[config.mk]
export PLATFORM = sky130hd
export DESIGN_NAME = lift_seq_ctrl
export DESIGN_NICKNAME = d
export VERILOG_FILES = /design/src/rtl/lift_pkg.sv /design/src/rtl/lift_seq_cnt.sv /design/src/rtl/lift_seq_ctrl.sv
export SDC_FILE = /design/constraint.sdc
export NUM_CORES = 1
export LEC_CHECK = 0
export CAP_MARGIN = 20
export CORE_AREA = 2 2 234 236
export CTS_CLUSTER_DIAMETER = 60
export DETAILED_ROUTE_END_ITERATION = 16
export DIE_AREA = 0 0 236 238
export GPL_TIMING_DRIVEN = 0
export PLACE_DENSITY = 0.54
export SLEW_MARGIN = 40
export SYNTH_ARGS = -nofsm -noshare
export SYNTH_HDL_FRONTEND = slang
export SYNTH_SLANG_ARGS = --single-unit
[constraint.sdc]
create_clock -name clock -period 7.15 [get_ports clock]
set_input_delay 0.715 -clock clock [delete_from_list [all_inputs] [get_ports clock]]
set_output_delay 0.715 -clock clock [all_outputs]
set_load 0.01 [all_outputs]
[src/rtl/lift_pkg.sv]
// Shared sizing, stroke encodings and sequencer states for the lifting column sequencer.
package lift_pkg;

    localparam int NSAMP = 16;
    localparam int W     = 9;
    localparam int CW    = 9;

    localparam logic [1:0] SEL_NONE = 2'b00;
    localparam logic [1:0] SEL_PRED = 2'b01;
    localparam logic [1:0] SEL_UPD  = 2'b10;

    typedef enum logic [2:0] {
        IDLE,
        LOAD,
        PRED,
        PWAIT,
        UPD,
        UWAIT,
        OUT,
        DONE
    } lift_state_e;

    // The first stroke of a column is predict unless the order is reversed.
    function automatic logic [1:0] stroke_sel(input logic second, input logic rev);
        return (second ^ rev) ? SEL_UPD : SEL_PRED;
    endfunction

endpackage

[src/rtl/lift_seq_cnt.sv]
// Column counter for lift_seq_ctrl: holds the latched column count and flags the last column.
module lift_seq_cnt
    import lift_pkg::*;
(
    input  logic          clock,
    input  logic          reset,
    input  logic          clr_i,
    input  logic [CW-1:0] ncols_i,
    input  logic          inc_i,
    output logic [CW-1:0] col_o,
    output logic          last_o
);

    logic [CW-1:0] ncols_q, ncols_d;
    logic [CW-1:0] col_q, col_d;

    always_comb begin
        ncols_d = ncols_q;
        col_d   = col_q;
        if (clr_i) begin
            ncols_d = ncols_i;
            col_d   = '0;
        end else if (inc_i) begin
            col_d = col_q + CW'(1);
        end
    end

    always_ff @(posedge clock or posedge reset) begin
        if (reset) begin
            ncols_q <= '0;
            col_q   <= '0;
        end else begin
            ncols_q <= ncols_d;
            col_q   <= col_d;
        end
    end

    assign col_o  = col_q;
    assign last_o = (col_q == (ncols_q - CW'(1)));

endmodule

[src/rtl/lift_seq_ctrl.sv]
// Frame sequencer for the lifting datapath: loads a column, issues two strokes, hands the result out.
// Define LIFT_SEQ_INV_EN to add the inv port, which selects update-then-predict stroke order.
module lift_seq_ctrl
    import lift_pkg::*;
#(
    parameter int NSAMP = lift_pkg::NSAMP,
    parameter int W     = lift_pkg::W
) (
    input  logic               clock,
    input  logic               reset,
`ifdef LIFT_SEQ_INV_EN
    input  logic               inv,
`endif
    input  logic               start,
    input  logic [CW-1:0]      ncols,
    input  logic [NSAMP*W-1:0] flati,
    input  logic               in_valid,
    output logic               in_ready,
    output logic [NSAMP*W-1:0] dp_flats,
    output logic               lift_en,
    output logic [1:0]         lift_sel,
    input  logic [NSAMP*W-1:0] dp_result,
    input  logic               dp_valid,
    output logic [NSAMP*W-1:0] flato,
    output logic               out_valid,
    input  logic               out_ready,
    output logic [CW-1:0]      gflt_col,
    output logic               busy,
    output logic               done
);

    localparam int VW = NSAMP * W;

    lift_state_e   state_q, state_d;
    logic [VW-1:0] work_q, work_d;
    logic          cnt_clr, cnt_inc, cnt_last;
    logic          rev;

`ifdef LIFT_SEQ_INV_EN
    logic inv_q, inv_d;

    assign inv_d = (state_q == IDLE && start) ? inv : inv_q;

    always_ff @(posedge clock or posedge reset) begin
        if (reset) inv_q <= 1'b0;
        else       inv_q <= inv_d;
    end

    assign rev = inv_q;
`else
    assign rev = 1'b0;
`endif

    lift_seq_cnt u_cnt (
        .clock   (clock),
        .reset   (reset),
        .clr_i   (cnt_clr),
        .ncols_i (ncols),
        .inc_i   (cnt_inc),
        .col_o   (gflt_col),
        .last_o  (cnt_last)
    );

    // Outputs decode straight from state so an async reset clears them in the same cycle.
    always_comb begin
        state_d   = state_q;
        work_d    = work_q;
        cnt_clr   = 1'b0;
        cnt_inc   = 1'b0;
        in_ready  = 1'b0;
        out_valid = 1'b0;
        lift_en   = 1'b0;
        lift_sel  = SEL_NONE;
        busy      = 1'b1;
        done      = 1'b0;
        unique case (state_q)
            IDLE: begin
                busy = 1'b0;
                if (start) begin
                    if (ncols == '0) begin
                        state_d = DONE;
                    end else begin
                        cnt_clr = 1'b1;
                        state_d = LOAD;
                    end
                end
            end
            LOAD: begin
                in_ready = 1'b1;
                if (in_valid) begin
                    work_d  = flati;
                    state_d = PRED;
                end
            end
            PRED: begin
                lift_en  = 1'b1;
                lift_sel = stroke_sel(1'b0, rev);
                state_d  = PWAIT;
            end
            PWAIT: begin
                if (dp_valid) begin
                    work_d  = dp_result;
                    state_d = UPD;
                end
            end
            UPD: begin
                lift_en  = 1'b1;
                lift_sel = stroke_sel(1'b1, rev);
                state_d  = UWAIT;
            end
            UWAIT: begin
                if (dp_valid) begin
                    work_d  = dp_result;
                    state_d = OUT;
                end
            end
            OUT: begin
                out_valid = 1'b1;
                if (out_ready) begin
                    if (cnt_last) begin
                        state_d = DONE;
                    end else begin
                        cnt_inc = 1'b1;
                        state_d = LOAD;
                    end
                end
            end
            DONE: begin
                done    = 1'b1;
                state_d = IDLE;
            end
            default: state_d = IDLE;
        endcase
    end

    always_ff @(posedge clock or posedge reset) begin
        if (reset) begin
            state_q <= IDLE;
            work_q  <= '0;
        end else begin
            state_q <= state_d;
            work_q  <= work_d;
        end
    end

    assign dp_flats = work_q;
    assign flato    = work_q;

endmodule

### Word-level counts from Yosys, hierarchy flattened

Index checks and enable logic that the tools add are counted.

| storage, ports and cells | value |
|---|---|
| output and inout bits | 304 |
| bits of input ports | 303 |
| logic and storage cells | 53 |
| bits in registers | 165 |

| cells by class | value |
|---|---|
| multiplexer cells | 25 |
| add/subtract/negate cells | 2 |
| eq/ne operators | 14 |
| reduce and logical (&&, ||, !) cells | 8 |

Operators with widths:

| operator | count |
|---|---|
| $mux 144 | 2 |
| $pmux 144 s2 | 1 |
| $pmux 3 s8 | 1 |
| $mux 3 | 7 |
| $mux 9 | 2 |
| $eq 3x3->1 const B | 4 |
| $mux 1 | 11 |
| $ne 2x2->1 const B | 5 |
| $add 9x1->9 const B | 1 |
| $eq 9x9->1 | 1 |
| $logic_not 9->1 | 1 |
| $sub 9x1->9 const B | 1 |
| $eq 3x2->1 const B | 2 |
| $reduce_and 5->1 | 1 |
| $pmux 2 s2 | 1 |
| $reduce_bool 2->1 | 2 |
| $reduce_or 2->1 | 2 |
| $eq 3x1->1 const B | 1 |
| $logic_not 3->1 | 1 |
| $reduce_and 3->1 | 1 |
| $ne 2x1->1 const B | 1 |

### Logic depth before layout (Yosys ltp)

Gate-level depths: netlist of run 1.

| logic depth | value |
|---|---|
| depth after elaboration | 7 |
| mapped depth | 9 |
| mapped depth without buffers | 9 |

### Hierarchy

Synthesis of run 1 repeated with hierarchy kept, for this count alone.

| unflattened totals | value |
|---|---|
| cell total of the unflattened synthesis | 907 |
| area, all modules | 9207.6 sq um |

By module, submodules not included:

| module | cells each | instances | seq. area each (sq um) | area an instance (sq um) |
|---|---|---|---|---|
| lift_seq_ctrl | 809 | 1 | 3678.5 | 8190.4 |
| lift_seq_cnt | 98 | 1 | 450.4 | 1017.2 |

### Worst setup path after synthesis of run 1

Ideal clock, no wire load.

| timing | value |
|---|---|
| kind | register to register |
| start | reg u_cnt.ncols_q[0] |
| end | reg u_cnt.col_q[7] (netlist: u_cnt.col_o[7]) |
| library setup time | 0.135 ns |
| required time | 7.015 ns |
| setup slack | 4.870 ns |
| stages on the path, launching flop included | 10 |
| period minus slack after synthesis | 2.280 ns |
| data arrival time | 2.145 ns |
| buffers on the path | 0 |
| cells stage by stage | dfrtp_1 > inv_1 > ha_1 > or4b_1 > and4_1 > o21ai_2 > a2111oi_4 > a21oi_4 > nand4_1 > mux2i_1 |

| between the ends | value |
|---|---|
| word-level cells in the longest chain between the ends | 6 |

RTL lines:

| what | line | source |
|---|---|---|
| start, declared | lift_seq_cnt.sv:14 | `logic [CW-1:0] ncols_q, ncols_d;` |
| start signal, assigned | lift_seq_cnt.sv:33 | `ncols_q <= ncols_d;` |
| $sub 9x1->9 | lift_seq_cnt.sv:39 | `assign last_o = (col_q == (ncols_q - CW'(1)));` |
| $eq 9x9->1 | lift_seq_cnt.sv:39 |  |
| $mux 1 | lift_seq_ctrl.sv:120 | `if (cnt_last) begin` |
| $mux 1 | lift_seq_ctrl.sv:119 | `if (out_ready) begin` |
| $mux 1 | lift_seq_ctrl.sv:76 | `unique case (state_q)` |
| $reduce_bool 2->1 (no line) | - |  |
| end signal, assigned | lift_seq_cnt.sv:34 | `col_q <= col_d;` |
| end, declared | lift_seq_cnt.sv:15 | `logic [CW-1:0] col_q, col_d;` |

No other way between the ends.
A chain may end at the register's enable or synchronous reset.

### Final worst setup path of run 1

| timing | value |
|---|---|
| start | reg state_q[0] |
| end | out lift_en |

| between the ends | value |
|---|---|
| word-level cells in the longest chain between the ends | 3 |
| elaborated cells on any way between the ends | 4 |
| those cells by class | 2 x eq/ne; 1 x mux; 1 x reduce/logical |

RTL lines:

| what | line | source |
|---|---|---|
| start, declared | lift_seq_ctrl.sv:34 | `lift_state_e state_q, state_d;` |
| start signal, assigned | lift_seq_ctrl.sv:141 | `state_q <= state_d;` |
| $eq 3x3->1 or $eq 3x2->1 (tied branches) | lift_seq_ctrl.sv:76 |  |
| $reduce_or 2->1 (no line) (*) | - |  |
| $mux 1 (*) | lift_seq_ctrl.sv:76 |  |
| end, declared | lift_seq_ctrl.sv:20 | `output logic lift_en,` |

Mark *: on every way between the ends. The rest lies on a longest branch, timed or not.

==> results of run 1 <==
==> through the flow <==
| step | total power [mW] | instance area, um^2 | TNS (ns) |
|---|---|---|---|
| after floorplan | 4.15 | 9080 | 0 |
| after global routing | 8.13 | 16700 | 0 |
| after detailed placement | 6.81 | 16100 | 0 |
| after CTS | 7.77 | 16700 | 0 |
| after global placement | 6.75 | 16000 | -118.57 |
| final | 7.61 | 16700 | 0 |
==> metal layers <==
metal  part of all wire [%]  GRT usage [%]
met2                     50           25.6
met4                    2.6           5.50
met3                    7.9           4.45
met1                     40           16.8
met5                  0.019              0
==> area by class of cell <==
cell class	count	area [um^2]
Buffer	199	1330
Clock inverter	14	118
Sequential cell	165	4130
Fill cell	5549	36800
Inverter	5	26.3
Multi-Input combinational cell	556	3630
Timing Repair Buffer	609	6140
Antenna cell	1	2.50
Tap cell	696	871
Clock buffer	18	439
==> flip-flops by register name, indices dropped and copies added (netlist names) <==
signal,count
dp_flats,144
state_q,3
u_cnt.col_o,9
u_cnt.ncols_q,9
==> cell usage after synthesis, drive strengths merged (4+ instances only) <==
library cell and number:
inv 5, buf 169, a21oi 6, mux2i 153, o21ai 150, xor2 8
xnor2 4, nor2 10, nand4 5, nand2b 5, mux2 9, dfrtp 165
nand2 163, clkbuf 30
==> final timing paths <==
| path | cells after the start | endpoint | slack (ns) | startpoint |
|---|---|---|---|---|
| setup / recovery | 5 | lift_en | 4.11 | state_q[0] |
| hold / removal | 2 | dp_flats[11] | 0.51 | dp_flats[11] |
| setup reg to reg | 6 | dp_flats[48] | 4.23 | state_q[1] |
| hold reg to reg | 2 | dp_flats[11] | 0.51 | dp_flats[11] |
| max in group asynchronous | 3 | u_cnt.col_o[8] | 5.89 | reset |
| min in group asynchronous | 2 | dp_flats[54] | 0.58 | reset |
==> power breakdown <==
group / switching, mW / total (mW) / leakage (nW) / internal [mW]
combinational: 2.20 / 4.85 / 5.27 / 2.65
clock: 0.442 / 0.903 / 0.266 / 0.461
sequential: 0.469 / 1.86 / 2.05 / 1.39
total: 3.11 / 7.61 / 7.59 / 4.50
==> worst register-to-register path: stages, from the launching register on <==
cell and delay (ns):
dfrtp_1 0.44, xor2_1 0.20, nand2_1 0.50, buf_2 0.47, clkbuf_1 0.69, mux2i_1 0.38
o21ai_0 0.11
==> cells by family after synthesis <==
group / after synthesis / synth area share [%]
muxes: 162 / 18.0
and+or+nand+nor: 210 / 10.1
xor gates and xnor gates: 12 / 1.16
buffers and inverters: 204 / 14.7
AOI/OAI and AO/OA: 170 / 10.3
adders and majority gates: 2 / 0.276
DFF: 165 / 45.5
==> qor.log, run 1 <==
INFO  synth          cell_count_after_synthesis=925
INFO  synth          post_syn_area=9080um^2
INFO  routing        first_iter_violations=278
INFO  timing         setup-violations-final=0
INFO  timing         timing_worst_slew_pin_value=0.846ns
INFO  die            initial_utilization=17.0%
INFO  layout         finalNetCount=1858
INFO  routing        drt-pass1-iter-count=4
INFO  synth          avgSynthCellArea=9.81um^2
INFO  synth          synthDominantCellAreaShare=45.5%
INFO  die            die_w=236um
INFO  critical_path  worstPathBufferInverterCount=3
INFO  critical_path  critical_path.endpoint_type=primary output
INFO  layout         leading_cell_types_in_the_layout_fill_and_taps_excluded=606 x clkdlybuf4s50_1, 165 x dfrtp_1, 163 x nand2_1
INFO  clocking       tritoncts_num_sinks=165
INFO  layout         layout-drive-gt1-share=14.2%
INFO  timing         final_max_slew_viol_count=0
INFO  flow_run       maxCapViolCount=0
INFO  synth          yosysTopAreaCell=dfrtp_1
INFO  layout         post_synthesis_to_final_layout_area_growth=83.7%
INFO  clocking       cts_max_level=4
INFO  synth          syn_nets=1230
INFO  synth          synth_cell_types=46
INFO  die            fp.dieH=238um
INFO  placed_design  post-place-cells=2230
INFO  timing         fin_crit=3.04ns
INFO  synth          post_synth_top_flop=dfrtp_1
INFO  timing         slew_headroom=43.6%
INFO  clocking       post-cts-setup-buffer-count=0
INFO  power_and_ir_drop static_leak=7.59nW
INFO  routing        vias_per_cell=3.96
INFO  global_routing track_usage=14.6%
INFO  placed_design  place_ws=4.15ns
INFO  global_routing grt_antenna_before_repair=3
INFO  timing         final_min_period_over_clock_period=42.5%
INFO  timing         finClkSkew=0.0103ns
INFO  critical_path  crit_path_frequent_cell=clkbuf_1
INFO  timing         smallest_setup_slack_after_layout=4.11ns
INFO  synth          synth_enable_flop_cells=0
INFO  global_routing gr-total-overflow=0
INFO  critical_path  criticalPathCategory=reg -> out
INFO  power_and_ir_drop vdd_drop_max=194uV
INFO  placed_design  place.gp.congestion=0.803
INFO  die            std_cell_rows=85
INFO  clocking       hold_buffers=0
INFO  power_and_ir_drop power_per_cell_area=456nW/um^2
INFO  routing        antenna_left=0
INFO  clocking       cts.path.max_buffers=2
INFO  timing         hold_ws=0.514ns
INFO  routing        detail_route.drc_violations=0
INFO  die            pin_count=607
INFO  layout         mostFrequentLayoutCell=clkdlybuf4s50_1
INFO  clocking       cts.repair.resized=0
INFO  worst_hold_path classification_of_the_worst_slack_hold_path=reg -> reg
INFO  status         run_status=finished clean
INFO  critical_path  path_delay_family=buffers and inverters
INFO  routing        drt-total-wl=42100um
INFO  synth          ys_seq_area_share=45.5%
INFO  synth          cells_taking_the_most_area_after_synthesis=dfrtp_1 45%, mux2i_1 17%, buf_4 12%
INFO  synth          synth.yosys.warnings=0
INFO  clocking       cts_inserted_buffers=17
INFO  clocking       tritoncts_clock_tree=yes
INFO  critical_path  critical_path.startpoint_type=flip-flop
INFO  global_routing grt_pass1_wl=60600um
INFO  die            core_area=53500um^2
INFO  routing        total_number_of_vias=8965
INFO  layout         stdcell_count=2263
INFO  placed_design  place.port_buffers=606
INFO  global_routing grt_start_max_net_pins=73
INFO  global_routing via_count_of_the_first_global_routing_pass=9326
INFO  clocking       worst_setup_hold_path_clk_slew=0.07ns
INFO  clocking       cts_root_buf=clkbuf_16
INFO  timing         rsz0062_at_grt=false
INFO  routing        wl_per_cell=18.6um
INFO  critical_path  crit_arrival=2.32ns
INFO  synth          synth_seq_cells=165
INFO  critical_path  critPathMaxStageDelay=0.52ns
INFO  synth          asr_flop_ratio_synth=100%
INFO  timing         timing.fmax=329MHz
INFO  critical_path  crit_required=6.43ns
INFO  critical_path  cp_max_fo=10
INFO  critical_path  cp_cell_sequence=clkbuf_1 -> clkbuf_1 -> nand2b_1 -> o22ai_1 -> clkdlybuf4s50_1
INFO  timing         finalHoldViolations=0
INFO  placed_design  place.detailed.hpwl=34700um
INFO  die            floorplan.die_area=56200um^2
INFO  critical_path  critical_path.slowest_cell=clkdlybuf4s50_1
INFO  clocking       worstSkewPairLatency=0.48ns
INFO  layout         final_util=31.2%
No activity file was read; power rests on OpenSTA's default activity.
==> run 2, diff against run 1 <==
--- a/config.mk
+++ b/config.mk
@@ -6,12 +6,12 @@
 export NUM_CORES = 1
 export LEC_CHECK = 0
 export CAP_MARGIN = 20
-export CORE_AREA = 2 2 234 236
+export CORE_AREA = 2 2 233 235
 export CTS_CLUSTER_DIAMETER = 60
 export DETAILED_ROUTE_END_ITERATION = 16
-export DIE_AREA = 0 0 236 238
+export DIE_AREA = 0 0 235 237
 export GPL_TIMING_DRIVEN = 0
-export PLACE_DENSITY = 0.54
+export PLACE_DENSITY = 0.56
 export SLEW_MARGIN = 40
 export SYNTH_ARGS = -nofsm -noshare
 export SYNTH_HDL_FRONTEND = slang
==> constraint.sdc (replaced) <==
create_clock -name clock -period 2.5 [get_ports clock]
set_input_delay 0.25 -clock clock [delete_from_list [all_inputs] [get_ports clock]]
set_output_delay 0.25 -clock clock [all_outputs]
set_load 0.01 [all_outputs]
==> qor.log, run 2 (synthesized netlist as in run 1, its figures left out) <==
INFO  clocking       cts_max_level=4 [unchanged]
INFO  placed_design  place.gp.congestion=0.833 [+3.8%]
INFO  timing         slew_headroom=45.6% [+2.0 points]
INFO  clocking       worst_setup_hold_path_clk_slew=0.07ns [about the same]
INFO  timing         fin_crit=2.39ns
INFO  critical_path  critical_path.slowest_cell=clkdlybuf4s50_1
INFO  routing        drt-pass1-iter-count=4 [unchanged]
INFO  timing         finClkSkew=0.00707ns [-0.00328 ns]
INFO  layout         max_reg_flops=144 [unchanged]
INFO  status         run_status=finished clean
INFO  critical_path  critical_path.endpoint_type=primary output
INFO  critical_path  worst_r2r_endpoint=u_cnt.col_o[7]
INFO  timing         timing.fmax=419MHz
INFO  layout         stdcell_count=2268 [+0.22%]
INFO  die            initial_utilization=17.0% [+0.068 points]
INFO  timing         setup-violations-final=0 [unchanged]
INFO  worst_hold_path classification_of_the_worst_slack_hold_path=in -> async
INFO  timing         rsz0062_at_grt=true
INFO  layout         fillerInstances=5500 [-0.88%]
INFO  routing        drt-total-wl=41100um [-2.2%]
INFO  global_routing grt_antenna_before_repair=2 [-1]
INFO  power_and_ir_drop fin_total_pwr=22.0mW [+190%]
INFO  placed_design  place.detailed.hpwl=34100um [-1.7%]
INFO  critical_path  critical_path.startpoint_type=flip-flop
INFO  die            core_area=53300um^2 [-0.40%]
INFO  global_routing gr-total-overflow=0 [unchanged]
INFO  routing        vias_per_cell=3.95 [-0.33%]
INFO  placed_design  place_ws=-0.627ns [-4.78 ns]
INFO  power_and_ir_drop power_per_cell_area=1300nW/um^2 [+180%]
INFO  clocking       tritoncts_clock_tree=yes
INFO  placed_design  post-place-cells=2235 [+0.22%]
INFO  critical_path  cp_max_fo=10 [unchanged]
INFO  timing         timing_worst_slew_pin_value=0.816ns [-0.0301 ns]
INFO  routing        total_number_of_vias=8955 [-0.11%]
INFO  routing        first_iter_violations=364 [+31%]
INFO  power_and_ir_drop vdd_drop_max=717uV [+270%]
INFO  layout         leading_cell_types_in_the_layout_fill_and_taps_excluded=606 x clkdlybuf4s50_1, 163 x dfrtp_1, 161 x nand2_1
INFO  critical_path  worstRegToRegCells=9 [+3]
INFO  layout         antenna_cells_inserted=0 [-1]
INFO  timing         final_min_period_over_clock_period=95.4%
INFO  power_and_ir_drop static_leak=7.70nW [+1.3%]
INFO  clocking       cts_root_buf=clkbuf_16
INFO  die            floorplan.die_area=55700um^2 [-0.84%]
INFO  clocking       worstSkewPairLatency=0.47ns [about the same]
INFO  critical_path  cp_cell_sequence=clkbuf_4 -> nand2b_1 -> o22ai_1 -> clkdlybuf4s50_1
INFO  critical_path  crit_required=2.25ns [-4.18 ns]
INFO  global_routing grt_pass1_wl=60700um [+0.26%]
INFO  routing        wl_per_cell=18.1um [-2.5%]
INFO  die            std_cell_rows=85 [unchanged]
INFO  critical_path  crit_arrival=2.14ns [-0.18 ns]
INFO  critical_path  criticalPathCategory=reg -> out
INFO  timing         final_max_slew_viol_count=0 [unchanged]
INFO  layout         post_synthesis_to_final_layout_area_growth=86.1%
INFO  clocking       cts_inserted_buffers=17 [unchanged]
INFO  layout         layout-drive-gt1-share=15.5% [+1.3 points]
INFO  layout         mostFrequentLayoutCell=clkdlybuf4s50_1
INFO  critical_path  path_delay_family=buffers and inverters
INFO  routing        antenna_left=0 [unchanged]
INFO  clocking       tritoncts_num_sinks=165 [unchanged]
INFO  die            fp.dieH=237um [-0.42%]
INFO  critical_path  setup_slack_of_the_most_critical_reg_to_reg_path=0.13ns [-4.10 ns]
INFO  routing        detail_route.drc_violations=0 [unchanged]
INFO  critical_path  worstPathBufferInverterCount=2 [-1]
INFO  die            die_w=235um [-0.42%]
INFO  flow_run       maxCapViolCount=0 [unchanged]
INFO  global_routing via_count_of_the_first_global_routing_pass=9520 [+2.1%]
INFO  layout         final_util=31.7% [+0.53 points]
INFO  clocking       cts.path.max_buffers=2 [unchanged]
INFO  layout         finalNetCount=1866 [+0.43%]
INFO  timing         finalHoldViolations=0 [unchanged]
INFO  timing         smallest_setup_slack_after_layout=0.114ns [-4.00 ns]
INFO  critical_path  worstSetupPathDepth=4 [-1]
INFO  critical_path  regToRegStartpoint=u_cnt.ncols_q[0]
INFO  die            pin_count=607 [unchanged]
INFO  global_routing track_usage=14.6% [-0.094 points]
INFO  global_routing grt_start_max_net_pins=26 [-64%]
INFO  critical_path  critPathMaxStageDelay=0.58ns [+0.06 ns]
INFO  placed_design  place.port_buffers=606 [unchanged]
## run 2: cell count changes in the layout (fill, tap and decap cells not counted), moves of 3 or more
cell	delta
buf_12	+6
inv_6	-5
buf_4	+4
clkinv_4	-4
buf_2	-3
buf_6	+3
clkbuf_1	-3
clkbuf_8	+3
clkinv_2	+3
## run 2: report_power, final
| part | switching, mW | internal, mW | leakage [nW] |
|---|---|---|---|
| Sequential | 1.35 | 3.97 | 2.05 |
| Combinational | 6.24 | 7.69 | 5.36 |
| Clock | 1.15 | 1.55 | 0.283 |
## run 2: cell type report
| cell class | instances | area (um^2) | share of cell area (%) |
|---|---|---|---|
| multi-input combinational | 556 | 3680 | 21.8 |
| clock inverter | 9 | 103 | 0.607 |
| timing repair buffer | 619 | 6270 | 37.1 |
| inverter | 5 | 22.5 | 0.133 |
| tap | 696 | 871 | 5.15 |
| clock buffer | 21 | 480 | 2.84 |
| sequential | 165 | 4130 | 24.5 |
| buffer | 197 | 1340 | 7.94 |
## run 2: worst max path at each step
| stage | startpoint | end | slack (ns) |
|---|---|---|---|
| 5_1_grt | u_cnt.ncols_q[1] | u_cnt.col_o[7] | -0.03 |
| 6_report | state_q[0] | lift_en | 0.11 |
| 2_1_floorplan | reset | dp_flats[0] | 0.15 |
| 3_5_place_dp | state_q[1] | dp_flats[65] | -0.63 |
| 4_1_cts | state_q[1] | dp_flats[16] | -0.006 |
| 3_3_place_gp | reset | u_cnt.ncols_q[3] | -1.47 |
## run 2: through the flow
step	hold slack (ns)	setup TNS, ns	area, um^2
4_1_cts	0.0565	-0.00627	16800
3_3_place_gp	0.496	-377.39	16000
3_5_place_dp	0.498	-47.01	16200
2_1_floorplan	0.401	0	9080
5_1_grt	0.101	-0.0350	16900
6_report	0.0928	0	16900
## run 2: repair_timing
item,4_1_cts,5_1_grt
setup buffers,2,2
hold buffers,0,0
pin swaps,1,7
endpoints found under the setup margin,152,46
gates resized for setup,17,12
## run 2: layer usage
metal | global-route usage (%) | wire [um] | vias to the layer above | share of wire (%)
li1 | - | - | 4279 | -
met2 | 26.1 | 21200 | 371 | 52
met3 | 4.58 | 3010 | 31 | 7.3
met4 | 4.37 | 657 | 4 | 1.6
met1 | 16.4 | 16200 | 4270 | 39
met5 | 0 | 24 | - | 0.058
